### config.mk
export PLATFORM = sky130hd
export DESIGN_NAME = ladybird_csr_arbiter
export DESIGN_NICKNAME = d
export VERILOG_FILES = /design/src/rtl/ladybird_csr_arbiter.sv
export SDC_FILE = /design/constraint.sdc
export NUM_CORES = 1
export LEC_CHECK = 0
export ABC_CLOCK_PERIOD_IN_PS = 4300
export CAP_MARGIN = 0
export CORE_MARGIN = 1.5
export CORE_UTILIZATION = 30
export DETAILED_ROUTE_END_ITERATION = 16
export PLACE_DENSITY = 0.74
export SLEW_MARGIN = 15
export SYNTH_ARGS = -nofsm -noshare
export SYNTH_HDL_FRONTEND = slang
export SYNTH_SLANG_ARGS = --single-unit
### constraint.sdc
create_clock -name clk -period 4.3 [get_ports clk]
set_clock_uncertainty 0.1 [all_clocks]
set_input_delay 1.29 -clock clk [delete_from_list [all_inputs] [get_ports clk]]
set_output_delay 1.29 -clock clk [all_outputs]
set_load 0.01 [all_outputs]
### src/rtl/ladybird_csr_arbiter.sv
// ladybird_csr_arbiter: shares the CSR file port between core and debug, sequencing accept -> write strobe -> response.
// Define LADYBIRD_CSR_ARB_DEBUG_EN to enable the debug requester and its starvation guard.
module ladybird_csr_arbiter #(
    parameter int XLEN         = 32,
    parameter int STARVE_LIMIT = 4
) (
    input  logic            clk,
    input  logic            nrst,
    input  logic            core_req_valid,
    output logic            core_req_ready,
    input  logic [2:0]      core_req_op,
    input  logic [11:0]     core_req_addr,
    input  logic [XLEN-1:0] core_req_data,
    output logic            core_resp_valid,
    input  logic            core_resp_ready,
    output logic [XLEN-1:0] core_resp_data,
    input  logic            dbg_req_valid,
    output logic            dbg_req_ready,
    input  logic [2:0]      dbg_req_op,
    input  logic [11:0]     dbg_req_addr,
    input  logic [XLEN-1:0] dbg_req_data,
    output logic            dbg_resp_valid,
    input  logic            dbg_resp_ready,
    output logic [XLEN-1:0] dbg_resp_data,
    input  logic            hold,
    output logic            csr_valid,
    output logic [2:0]      csr_op,
    output logic [11:0]     csr_addr,
    output logic [XLEN-1:0] csr_data,
    input  logic [XLEN-1:0] csr_rdata
);
    typedef enum logic [1:0] {IDLE, ACCESS, RESP} state_t;
    localparam int SW = $clog2(STARVE_LIMIT + 1);
    localparam logic [SW-1:0] LIMIT = SW'(STARVE_LIMIT);

    state_t state, state_nxt;
    logic owner_dbg;
    logic [2:0] op_q;
    logic [11:0] addr_q;
    logic [XLEN-1:0] data_q, rdata_q;
    logic idle_open, dbg_v, dbg_rr, guard, core_acc, dbg_acc, resp_hs;

    // Readies are forced low while reset is asserted, not just after the state register clears.
    assign idle_open = nrst && (state == IDLE) && !hold;
    assign core_req_ready = idle_open && core_req_valid && !guard;
    assign core_acc = core_req_ready;

`ifdef LADYBIRD_CSR_ARB_DEBUG_EN
    logic [SW-1:0] starve_cnt;
    assign dbg_v = dbg_req_valid;
    assign dbg_rr = dbg_resp_ready;
    assign guard = starve_cnt == LIMIT;
    always_ff @(posedge clk or negedge nrst)
        if (!nrst)
            starve_cnt <= '0;
        else if (dbg_acc || (idle_open && !dbg_req_valid))
            starve_cnt <= '0;
        else if (core_acc && dbg_req_valid)
            starve_cnt <= starve_cnt + 1'b1;
    assign dbg_req_ready = idle_open && dbg_v && (!core_req_valid || guard);
    assign dbg_resp_valid = (state == RESP) && owner_dbg;
    assign dbg_resp_data = dbg_resp_valid ? rdata_q : '0;
`else
    logic dbg_unused;
    assign dbg_unused = ^{dbg_req_valid, dbg_resp_ready, LIMIT};
    assign dbg_v = 1'b0;
    assign dbg_rr = 1'b0;
    assign guard = 1'b0;
    assign dbg_req_ready = 1'b0;
    assign dbg_resp_valid = 1'b0;
    assign dbg_resp_data = '0;
`endif

    assign dbg_acc = dbg_req_ready && dbg_v;
    assign resp_hs = owner_dbg ? dbg_rr : core_resp_ready;

    always_ff @(posedge clk or negedge nrst)
        if (!nrst)
            state <= IDLE;
        else
            state <= state_nxt;

    always_comb begin
        state_nxt = state;
        case (state)
            IDLE:    state_nxt = (core_acc || dbg_acc) ? ACCESS : IDLE;
            ACCESS:  state_nxt = RESP;
            RESP:    state_nxt = resp_hs ? IDLE : RESP;
            default: state_nxt = IDLE;
        endcase
    end

    always_ff @(posedge clk or negedge nrst)
        if (!nrst) begin
            owner_dbg <= 1'b0;
            op_q      <= '0;
            addr_q    <= '0;
            data_q    <= '0;
            rdata_q   <= '0;
        end else begin
            if (core_acc) begin
                owner_dbg <= 1'b0;
                op_q      <= core_req_op;
                addr_q    <= core_req_addr;
                data_q    <= core_req_data;
            end else if (dbg_acc) begin
                owner_dbg <= 1'b1;
                op_q      <= dbg_req_op;
                addr_q    <= dbg_req_addr;
                data_q    <= dbg_req_data;
            end
            if (state == ACCESS)
                rdata_q <= csr_rdata;
        end

    assign csr_valid = state == ACCESS;
    assign csr_op = op_q;
    assign csr_addr = addr_q;
    assign csr_data = data_q;
    assign core_resp_valid = (state == RESP) && !owner_dbg;
    assign core_resp_data = core_resp_valid ? rdata_q : '0;
endmodule

==> reports/results.ini <==
[clock_tree]
cts-root-buf = clkbuf_16
cts.clk_slew.worst_paths_ns = 0.05
clock_latency_ns = 0.32
cts_tree = built
hold_buffers = 0
cts.sinks = 81
htree_levels = 3
cts_repair_resize_count = 0
clockBufferDepth = 2
post-cts-setup-buffer-count = 0
numCtsBuffers = 9

[routing]
vias = 2386
ant_nets = 0
routed_wl_microns = 8090
drtPass1Iterations = 3
wl_per_cell_microns = 14.5
drc_errors = 0
drtIter0Drc = 46
vias_per_cell = 4.27

[job]
drv_cap = 0

[timing]
min_period_ns = 4.04
setup_viol = 0
worst_pin_slew_ns = 1.03
maxSlewViolCount = 0
grt_setup_unrepaired = no
fmaxAchievable_mhz = 248
setup_tns_ns = 0
finalCritPeriodShare = 0.938
slew_headroom = 0.316
hold_viol_final = 0

[layout]
multi_input_area_sq_um = 1350
fin_cells = 559
nNetsFinal = 546
syn2layout_area_growth_pct = 52.8
layout_commonest_cell = clkdlybuf4s50_1
final_cell_mix = clkdlybuf4s50_1, dfrtp_1, mux2_2
drive_above_1_share = 0.240
nFillCells = 1040
final-seq-area_sq_um = 2030
diodes = 0

[floorplanning]
fp.dieH_microns = 113
initial_utilization = 0.312
die-area_sq_um = 12700
placement_rows = 39
ios = 249
die_width_microns = 113
core_sq_um = 11600

[worst_setup_path]
crit_required_ns = 2.91
start_kind = input port
reg2reg_from = state[1]$_DFF_PN0_
crit_path_start = hold
worstPathArrival_ns = 2.65
cp-end-kind = output port
critPathMaxFanout = 2
criticalPathCategory = in -> out

[pwr]
power.switching_uw = 629
power.internal_uw = 1900
peakVddDrop_mv = 0.215
powerDensity_nw_per_um2 = 459
clockPowerShare = 0.293
swShare = 0.248
comb_power_share = 0.288
leakage_uw = 0.00235
p_seq_frac = 0.419

[global_routing]
grt-ovfl-total = 0
grt_max_degree = 83
grt_pass1_vias = 2638
met1_usage = 0.148
grt.busiest_layer = met2
use_met2 = 0.220
grt_use_total = 0.131
grt_pass1_wl_microns = 13100
use_met3 = 0.0461
antenna_found_initial = 0

[min_path]
hold_start = rdata_q[19]$_DFFE_PN0P_
hold_class = reg -> reg

[place]
gp_congestion = 0.698
port_buffers = 165
hpwl_microns = 5890
numPlacedInstances = 545

[yosys]
seq_area_frac_synth = 0.561
synth.area.top_cells = dfrtp_1, mux2_2, buf_4
post_synth.cell_area_avg_sq_um = 14.7
yosysWarnings = 0
ys_seq_elements = 81
synth_top_cell_area_share = 0.561
yosysTopAreaCell = dfrtp_1
netlist_instances = 246
synth_area_sq_um = 3610
yosysUniqueCellTypes = 15

[status]
status = finished clean

power groups by stage:
stage / Sequential [uW] / Combinational [uW] / Clock (uW)
final: 1060 / 728 / 743
after global routing: 1090 / 780 / 803
after CTS: 1060 / 740 / 778
after detailed placement: 1080 / 738 / 0
after global placement: 1060 / 721 / 0
after floorplan: 1110 / 301 / 0
final cells by class:
cell class	count	share of cell area
Timing Repair Buffer	169	0.304
Sequential cell	81	0.367
Clock inverter	3	0.00771
Clock buffer	11	0.0440
Multi-Input combinational cell	151	0.244
Tap cell	143	0.0324
Inverter	1	0.000680
kinds of logic after synthesis:
family                 Yosys count  synth area share
AO/OA/AOI/OAI                    1           0.00208
buffers and inverters           47             0.103
flip-flops                      81             0.561
multiplexers                    79             0.266
other                            1           0.00104
AND/OR/NAND/NOR                 37            0.0665
per-stage QoR:
| stage | instance area [sq um] | utilization | setup WS (ns) | power [uW] | hold slack [ns] |
|---|---|---|---|---|---|
| CTS | 5520 | 0.477 | 0.241 | 2580 | 0.400 |
| global placement | 5240 | 0.453 | 0.267 | 1780 | 0.380 |
| finish | 5520 | 0.477 | 0.265 | 2530 | 0.393 |
| detailed placement | 5240 | 0.453 | 0.241 | 1810 | 0.387 |
| global route | 5520 | 0.477 | 0.203 | 2670 | 0.413 |
| floorplan | 3740 | - | 1.02 | 1410 | 0.372 |
synthesized netlist by cell type:
master,n
a21o_1,1
and2_1,32
and4b_1,1
and4b_4,1
buf_12,3
buf_2,1
buf_4,39
clkbuf_1,3
conb_1,1
dfrtp_1,81
inv_1,1
mux2_2,60
mux2_4,19
nor2_1,1
nor2b_1,2
state kept, by name, summed over array words and instances, names as in the netlist:
| register | cells |
|---|---|
| csr_data | 32 |
| state | 2 |
| csr_op | 3 |
| rdata_q | 32 |
| csr_addr | 12 |
layer usage:
metal  vias to the layer above  part of all wire
li1                       1085                 -
met1                      1150              0.39
met2                       132              0.49
met3                        19             0.094
met4                         0             0.031
met5                         -                 0
final timing paths:
path                                       endpoint  slack (ns)  depth (start not counted)
setup reg to reg           csr_addr[11]$_DFFE_PN0P_        2.24                          4
hold reg to reg             rdata_q[19]$_DFFE_PN0P_        0.39                          1
hold / removal              rdata_q[19]$_DFFE_PN0P_        0.39                          1
max in group asynchronous   rdata_q[21]$_DFFE_PN0P_        2.29                          2
setup / recovery                     core_req_ready        0.26                          3
min in group asynchronous   csr_data[8]$_DFFE_PN0P_        1.16                          2
worst max-delay path: stages:
cell and delay [ns]:
clkdlybuf4s50_1 0.42, and4b_4 0.34, clkdlybuf4s50_1 0.60
Note: power is estimated with default switching activity, not from simulation.
